## config.mk

```make
export PLATFORM = sky130hd
export DESIGN_NAME = match_run_logger
export DESIGN_NICKNAME = d
export VERILOG_FILES = /design/src/rtl/match_run_logger.sv
export SDC_FILE = /design/constraint.sdc
export NUM_CORES = 1
export LEC_CHECK = 0
export CAP_MARGIN = 20
export CORE_MARGIN = 3
export CORE_UTILIZATION = 40
export CTS_CLUSTER_DIAMETER = 100
export DETAILED_ROUTE_END_ITERATION = 12
export GPL_TIMING_DRIVEN = 0
export MAX_ROUTING_LAYER = met4
export SYNTH_ARGS = -nofsm -noshare
export SYNTH_HDL_FRONTEND = slang
export SYNTH_SLANG_ARGS = --single-unit
```

## constraint.sdc

```tcl
create_clock -name clk -period 2 [get_ports clk]
set_input_delay 0.4 -clock clk [delete_from_list [all_inputs] [get_ports clk]]
set_output_delay 0.4 -clock clk [all_outputs]
set_load 0.05 [all_outputs]
```

## src/rtl/match_run_logger.sv

```systemverilog
`default_nettype none
// ============================================================================
// match_run_logger - measures each high episode of match_in, counts episodes
// and queues their run lengths in a show-ahead FIFO drained via valid/ready.
// Revision: 1.0
// ============================================================================
module match_run_logger #(
  parameter int LEN_W = 8,
  parameter int DEPTH = 4,
  parameter int CNT_W = 8
) (
  input  logic                   clk,
  input  logic                   reset,
  input  logic                   match_in,
  input  logic                   rd_ready,
  output logic                   rd_valid,
  output logic [LEN_W-1:0]       rd_len,
  output logic [$clog2(DEPTH):0] fifo_count,
  output logic [CNT_W-1:0]       episode_cnt,
  output logic                   overflow
);

  localparam int PTR_W = $clog2(DEPTH);
  localparam int FCNT_W = PTR_W + 1;
  localparam logic [0:0] ST_IDLE = 1'b0;
  localparam logic [0:0] ST_RUN  = 1'b1;
  localparam logic [LEN_W-1:0] LEN_MAX = {LEN_W{1'b1}};
  localparam logic [FCNT_W-1:0] FULL_CNT = FCNT_W'(DEPTH);

  logic [0:0]        state_q, state_d;
  logic [LEN_W-1:0]  run_len_q, run_len_d;
  logic [CNT_W-1:0]  episode_q, episode_d;
  logic [PTR_W-1:0]  wr_ptr_q, wr_ptr_d;
  logic [PTR_W-1:0]  rd_ptr_q, rd_ptr_d;
  logic [FCNT_W-1:0] count_q, count_d;
  logic              overflow_q, overflow_d;
  logic [LEN_W-1:0]  mem_q [DEPTH];

  logic w_push;
  logic w_pop;
  logic w_full;
  logic w_write;

  assign w_full  = (count_q == FULL_CNT);
  assign w_pop   = (count_q != '0) && rd_ready;
  assign w_push  = (state_q == ST_RUN) && !match_in;
  // A full FIFO still accepts the entry when the head leaves at the same edge.
  assign w_write = w_push && (!w_full || w_pop);

  always_comb begin
    state_d    = state_q;
    run_len_d  = run_len_q;
    episode_d  = episode_q;
    wr_ptr_d   = wr_ptr_q;
    rd_ptr_d   = rd_ptr_q;
    count_d    = count_q;
    overflow_d = overflow_q;

    case (state_q)
      ST_IDLE: begin
        if (match_in) begin
          state_d   = ST_RUN;
          run_len_d = {{(LEN_W-1){1'b0}}, 1'b1};
          episode_d = episode_q + 1'b1;
        end
      end
      default: begin
        if (match_in) begin
          if (run_len_q != LEN_MAX) begin
            run_len_d = run_len_q + 1'b1;
          end
        end else begin
          state_d   = ST_IDLE;
          run_len_d = '0;
        end
      end
    endcase

    if (w_write) begin
      wr_ptr_d = wr_ptr_q + 1'b1;
    end
    if (w_pop) begin
      rd_ptr_d = rd_ptr_q + 1'b1;
    end
    if (w_write && !w_pop) begin
      count_d = count_q + 1'b1;
    end else if (!w_write && w_pop) begin
      count_d = count_q - 1'b1;
    end
    if (w_push && !w_write) begin
      overflow_d = 1'b1;
    end
  end

  always_ff @(posedge clk or posedge reset) begin
    if (reset) begin
      state_q    <= ST_IDLE;
      run_len_q  <= '0;
      episode_q  <= '0;
      wr_ptr_q   <= '0;
      rd_ptr_q   <= '0;
      count_q    <= '0;
      overflow_q <= 1'b0;
    end else begin
      state_q    <= state_d;
      run_len_q  <= run_len_d;
      episode_q  <= episode_d;
      wr_ptr_q   <= wr_ptr_d;
      rd_ptr_q   <= rd_ptr_d;
      count_q    <= count_d;
      overflow_q <= overflow_d;
    end
  end

  // Storage needs no reset: the head is masked to zero while the FIFO is empty.
  always_ff @(posedge clk) begin
    if (w_write) begin
      mem_q[wr_ptr_q] <= run_len_q;
    end
  end

  assign rd_valid    = (count_q != '0);
  assign rd_len      = rd_valid ? mem_q[rd_ptr_q] : '0;
  assign fifo_count  = count_q;
  assign episode_cnt = episode_q;
  assign overflow    = overflow_q;

endmodule
`default_nettype wire
```

After elaboration in Yosys (flattened, before gate mapping)
Memory sizes are Yosys's and may differ from the RTL's.
Cells that the tools add are included.
- register bits: 25
- bits in latches: 0
- bits in writable memories: 32
- ROM bits: 0
- bits of input ports: 4
- output and inout bits: 21
- logic and storage cells: 44
- memories: 1
- add/subtract/negate cells: 6
- multiply operators: 0
- div/mod/pow operators: 0
- $lt $le $gt $ge: 0
- equal/unequal tests: 3
- shift-type cells: 0
- muxes and demuxes: 10
- bitwise gates (word level): 1
- reduce and logical (&&, ||, !) cells: 16
- memories (name ; words ; width ; read ports ; clocked after memory_dff ; write ports ; RTL line ; RTL):
    mem_q ; 4 ; 8 ; 1 ; 0 ; 1 ; 37 ; logic [LEN_W-1:0] mem_q [DEPTH];
- operators with widths (kind ; count):
    8-bit 2-to-1 mux ; 5
    8-bit by 1-bit adder with 8-bit output (second input constant) ; 2
    8-bit inequality test (second input constant) ; 1
    1-bit logical AND ; 6
    3-bit 2-to-1 mux ; 2
    2-bit by 1-bit adder with 2-bit output (second input constant) ; 2
    1-bit logical NOT ; 4
    2-bit AND reduction ; 2
    2-bit nonzero test ; 2
    3-bit by 1-bit adder with 3-bit output (second input constant) ; 1
    3-bit equality test (second input constant) ; 1
    1-bit 2-to-1 mux ; 3
    3-bit by 2-bit inequality test with 1-bit output (second input constant) ; 1
    3-bit nonzero test ; 1
    3-bit by 1-bit subtractor with 3-bit output (second input constant) ; 1
    1-bit logical OR ; 1
    1-bit NOT ; 1

Logic depth before layout (Yosys ltp)
- depth after elaboration: 8
- mapped depth: 8
- mapped depth without buffers: 8

Worst setup path before layout
No wires, ideal clock.
- path type: register -> output
- start point: register count_q[0], in the netlist fifo_count[0]
- end point: output port rd_len[0]
- arrival: 2.017 ns
- data required time: 1.600 ns
- path slack: -0.417 ns
- stages on the path, launching flop included: 4
- path buffers: 1
- path through: dfrtp_1 > or3_1 > clkbuf_1 > and2_1
- word-level cells in the longest chain between the ends: 2
- RTL lines (what ; RTL line ; RTL):
    from (decl) ; 35 ; logic [FCNT_W-1:0] count_q, count_d;
    from (signal assigned) ; 110 ; count_q <= count_d;
    3-bit nonzero test ; 122 ; assign rd_valid = (count_q != '0);
    named net rd_valid ; 16 ; output logic rd_valid,
    8-bit 2-to-1 mux ; 123 ; assign rd_len = rd_valid ? mem_q[rd_ptr_q] : '0;
    to (decl) ; 17 ; output logic [LEN_W-1:0] rd_len,
The timed path passes the listed nets, and every way through them passes these cells.

Worst setup path in the final report
- start point: register rd_ptr_q[0]
- end point: output port rd_len[5]
- word-level cells in the longest chain between the ends: 2
- RTL lines (what ; RTL line ; RTL):
    from (decl) ; 34 ; logic [PTR_W-1:0] rd_ptr_q, rd_ptr_d;
    from (signal assigned) ; 109 ; rd_ptr_q <= rd_ptr_d;
    memory 4 x 8 bit ; -- ;
    8-bit 2-to-1 mux ; 123 ;
Every way passes these cells.

==> impl_metrics.json <==
{
  "post_drt_wl_per_cell_um": 16.5,
  "period_share_pct": 103,
  "clk_path_buf_depth": 2,
  "fillers": 506,
  "period_needed_ns": 2.06,
  "grt_usage_pct": 15.2,
  "cts_sinks": 57,
  "ys_types": 45,
  "fin_hold_ws_ns": 0.277,
  "drc": 0,
  "viasPerCell": 5.25,
  "grt_overflow_total": 0,
  "port-buffer-count": 24,
  "synth-seq-cells": 57,
  "path_clk_slew_ns": 0.06,
  "die-area_um2": 7340,
  "synthCells": 171,
  "fmax_mhz": 485,
  "drive_above_1_share_pct": 35.3,
  "drt_iter0_drc": 67,
  "postSynthAreaPerCell_um2": 14.8,
  "seqCellArea_um2": 1590,
  "final_nets": 231,
  "path_class": "flop to output pin",
  "leakage_nw": 1.37,
  "syn-cell-area_um2": 2540,
  "finClkSkew_ns": 0.00691,
  "place_area_um2": 2900,
  "final_max_slew_viol_count": 0,
  "grt_pass1_vias": 1589,
  "synth_top_cell_area_share_pct": 37.9,
  "cp_cell_sequence": "buf_8, mux4_2, and2_4, buf_6",
  "final_util_pct": 55.7,
  "peakVddDrop_uv": 1130,
  "fp.dieH_um": 85.7,
  "yosysSeqAreaShare_pct": 62.5,
  "status": "finished, violations left",
  "dp_hpwl_um": 3070,
  "placed_cells": 270,
  "grt_max_degree": 26,
  "finalNonFillerCells": 299,
  "cts_tree": "yes",
  "synth_nets": 183,
  "async_flop_share_pct": 43.9,
  "cts_inserted_buffers": 9,
  "synth_edf_count": 32,
  "layout_setup_ws_ns": -0.0623,
  "n_antenna_cell": 0,
  "crit_family": "multiplexers",
  "row_count": 28,
  "start_util_pct": 42.1,
  "startpoint_type": "flop",
  "worstHoldPathType": "input pin to asynchronous set/reset pin",
  "fp.dieW_um": 85.7,
  "grt_pass1_wl_um": 8080,
  "root_buffer": "clkbuf_8",
  "clk-insertion-delay-late_ns": 0.32,
  "slowest_stage": "mux4_2",
  "ant_nets": 0,
  "maxCapViolations": 0,
  "yosysTopAreaCell": "edfxtp_1",
  "worst-path-buf-inv": 2,
  "ios": 25,
  "drt-pass1-iter-count": 4,
  "multi_input_area_um2": 956,
  "setup_viol": 8,
  "power.density_nw_per_um2": 1590,
  "synth_ff_type": "edfxtp_1",
  "fin_area_um2": 3350,
  "crit_required_ns": 1.60,
  "crit_fanout": 5,
  "hold_buffers": 0,
  "grt_antenna_before_repair": 0,
  "tightest_slew_ns": 0.513,
  "finalHoldViolCount": 0,
  "area.growth.synth_to_final_pct": 32.1,
  "finalWirelength_um": 4920,
  "synth.area.top_cells": "edfxtp_1, dfrtp_1, mux4_2",
  "dr_total_vias": 1569,
  "finalWeightedCongestion": 0.736,
  "relSlewSlack_pct": 65.7,
  "rsz0062_at_grt": "true",
  "yosysWarnings": 0,
  "dp_worst_setup_slack_ns": -0.636,
  "slowest_delay_ns": 0.50,
  "violations": "setup timing",
  "cp_data_arrival_time_ns": 1.66,
  "crit_path_end_kind": "output pin",
  "htree_levels": 3,
  "core_area_um2": 6030
}
-- cells by family (layout without fill, tap and decap cells) --
| kind of cell | after synthesis | after routing | share of synthesized area, % |
|---|---|---|---|
| AOI/OAI and AO/OA | 19 | 19 | 5.67 |
| buffers and inverters | 12 | 65 | 2.32 |
| muxes | 11 | 11 | 8.43 |
| xor gates and xnor gates | 13 | 13 | 4.48 |
| and+or+nand+nor | 51 | 51 | 12.4 |
| DFF | 57 | 57 | 62.5 |
| adders and majority gates | 8 | 8 | 4.24 |
-- cell usage after synthesis (2+ instances only) --
library cell	count
clkbuf_1	3
and2_1	13
nand3_1	3
xnor2_1	10
dfrtp_1	25
ha_1	7
and3_1	2
a31o_2	2
or4_1	2
nand2_1	13
mux2_2	3
edfxtp_1	32
nand4_1	5
o211ai_1	2
mux4_2	8
xor2_1	3
nor2_1	2
and4b_1	2
inv_1	5
a21oi_1	3
buf_2	2
-- path summary, 6_finish.rpt --
kind	depth (start not counted)	slack (ns)	endpoint	startpoint
min in group clk	1	0.48	episode_cnt[7]	episode_cnt[7]
worst max register to register	8	0.05	fifo_count[2]	fifo_count[0]
worst min register to register	1	0.48	episode_cnt[7]	episode_cnt[7]
max in group asynchronous	3	1.35	fifo_count[1]	reset
worst max-delay path	4	-0.06	rd_len[5]	rd_ptr_q[0]
worst min-delay path	2	0.28	rd_ptr_q[0]	reset
-- area by class of cell --
| cell class | count | area share [%] |
|---|---|---|
| clock inverter | 6 | 2.46 |
| tap | 75 | 2.80 |
| sequential | 57 | 47.4 |
| timing repair buffer | 38 | 12.7 |
| buffer | 6 | 1.72 |
| inverter | 5 | 0.559 |
| multi-input combinational | 102 | 28.5 |
| clock buffer | 10 | 3.80 |
-- layer usage --
layer  up-vias  track usage [%]  wire length, um
met5         -                -                0
met1       780             18.2             2090
met3         7             5.19              262
met2        44             24.2             2500
met4         0             5.18               68
li1        738                -                -
-- state kept, by name (all words and copies together), names as in the netlist --
register / cells
mem_q: 32
episode_cnt: 8
run_len_q: 8
fifo_count: 3
rd_ptr_q: 2
wr_ptr_q: 2
overflow: 1
state_q: 1
-- power by group --
group / switching, mW / internal [mW] / leakage, nW
Combinational: 1.33 / 1.17 / 0.653
Sequential: 0.237 / 1.48 / 0.606
Clock: 0.437 / 0.695 / 0.108
Total: 2.01 / 3.34 / 1.37
-- repair_timing --
action / in CTS / in global routing
endpoints found under the setup margin: 14 / 16
gates cloned: 2 / 0
setup buffers: 7 / 5
resized for setup: 92 / 10
pin swaps: 9 / 9
-- cell usage in the layout (no fill, tap or decap), types with 3 or more instances in the layout --
cell / n
edfxtp_1: 32
dfrtp_1: 21
buf_4: 13
nand2_1: 12
xnor2_1: 10
buf_8: 10
clkbuf_8: 9
mux4_2: 8
and2_4: 8
ha_1: 6
clkdlybuf4s50_1: 6
and2_1: 5
nand4_1: 5
dlymetal6s2s_1: 5
inv_1: 4
dfrtp_2: 4
dlygate4sd2_1: 4
a21oi_1: 3
nand3_1: 3
mux2_2: 3
xor2_1: 3
-- through the flow --
| step | power [mW] | TNS [ns] |
|---|---|---|
| 5_1_grt | 5.63 | -1.01 |
| 6_report | 5.35 | -0.391 |
| 3_3_place_gp | 3.73 | -14.12 |
| 2_1_floorplan | 3.15 | -0.226 |
| 4_1_cts | 5.41 | -0.845 |
| 3_5_place_dp | 3.79 | -15.86 |
Power figures use the tool's default switching activity.
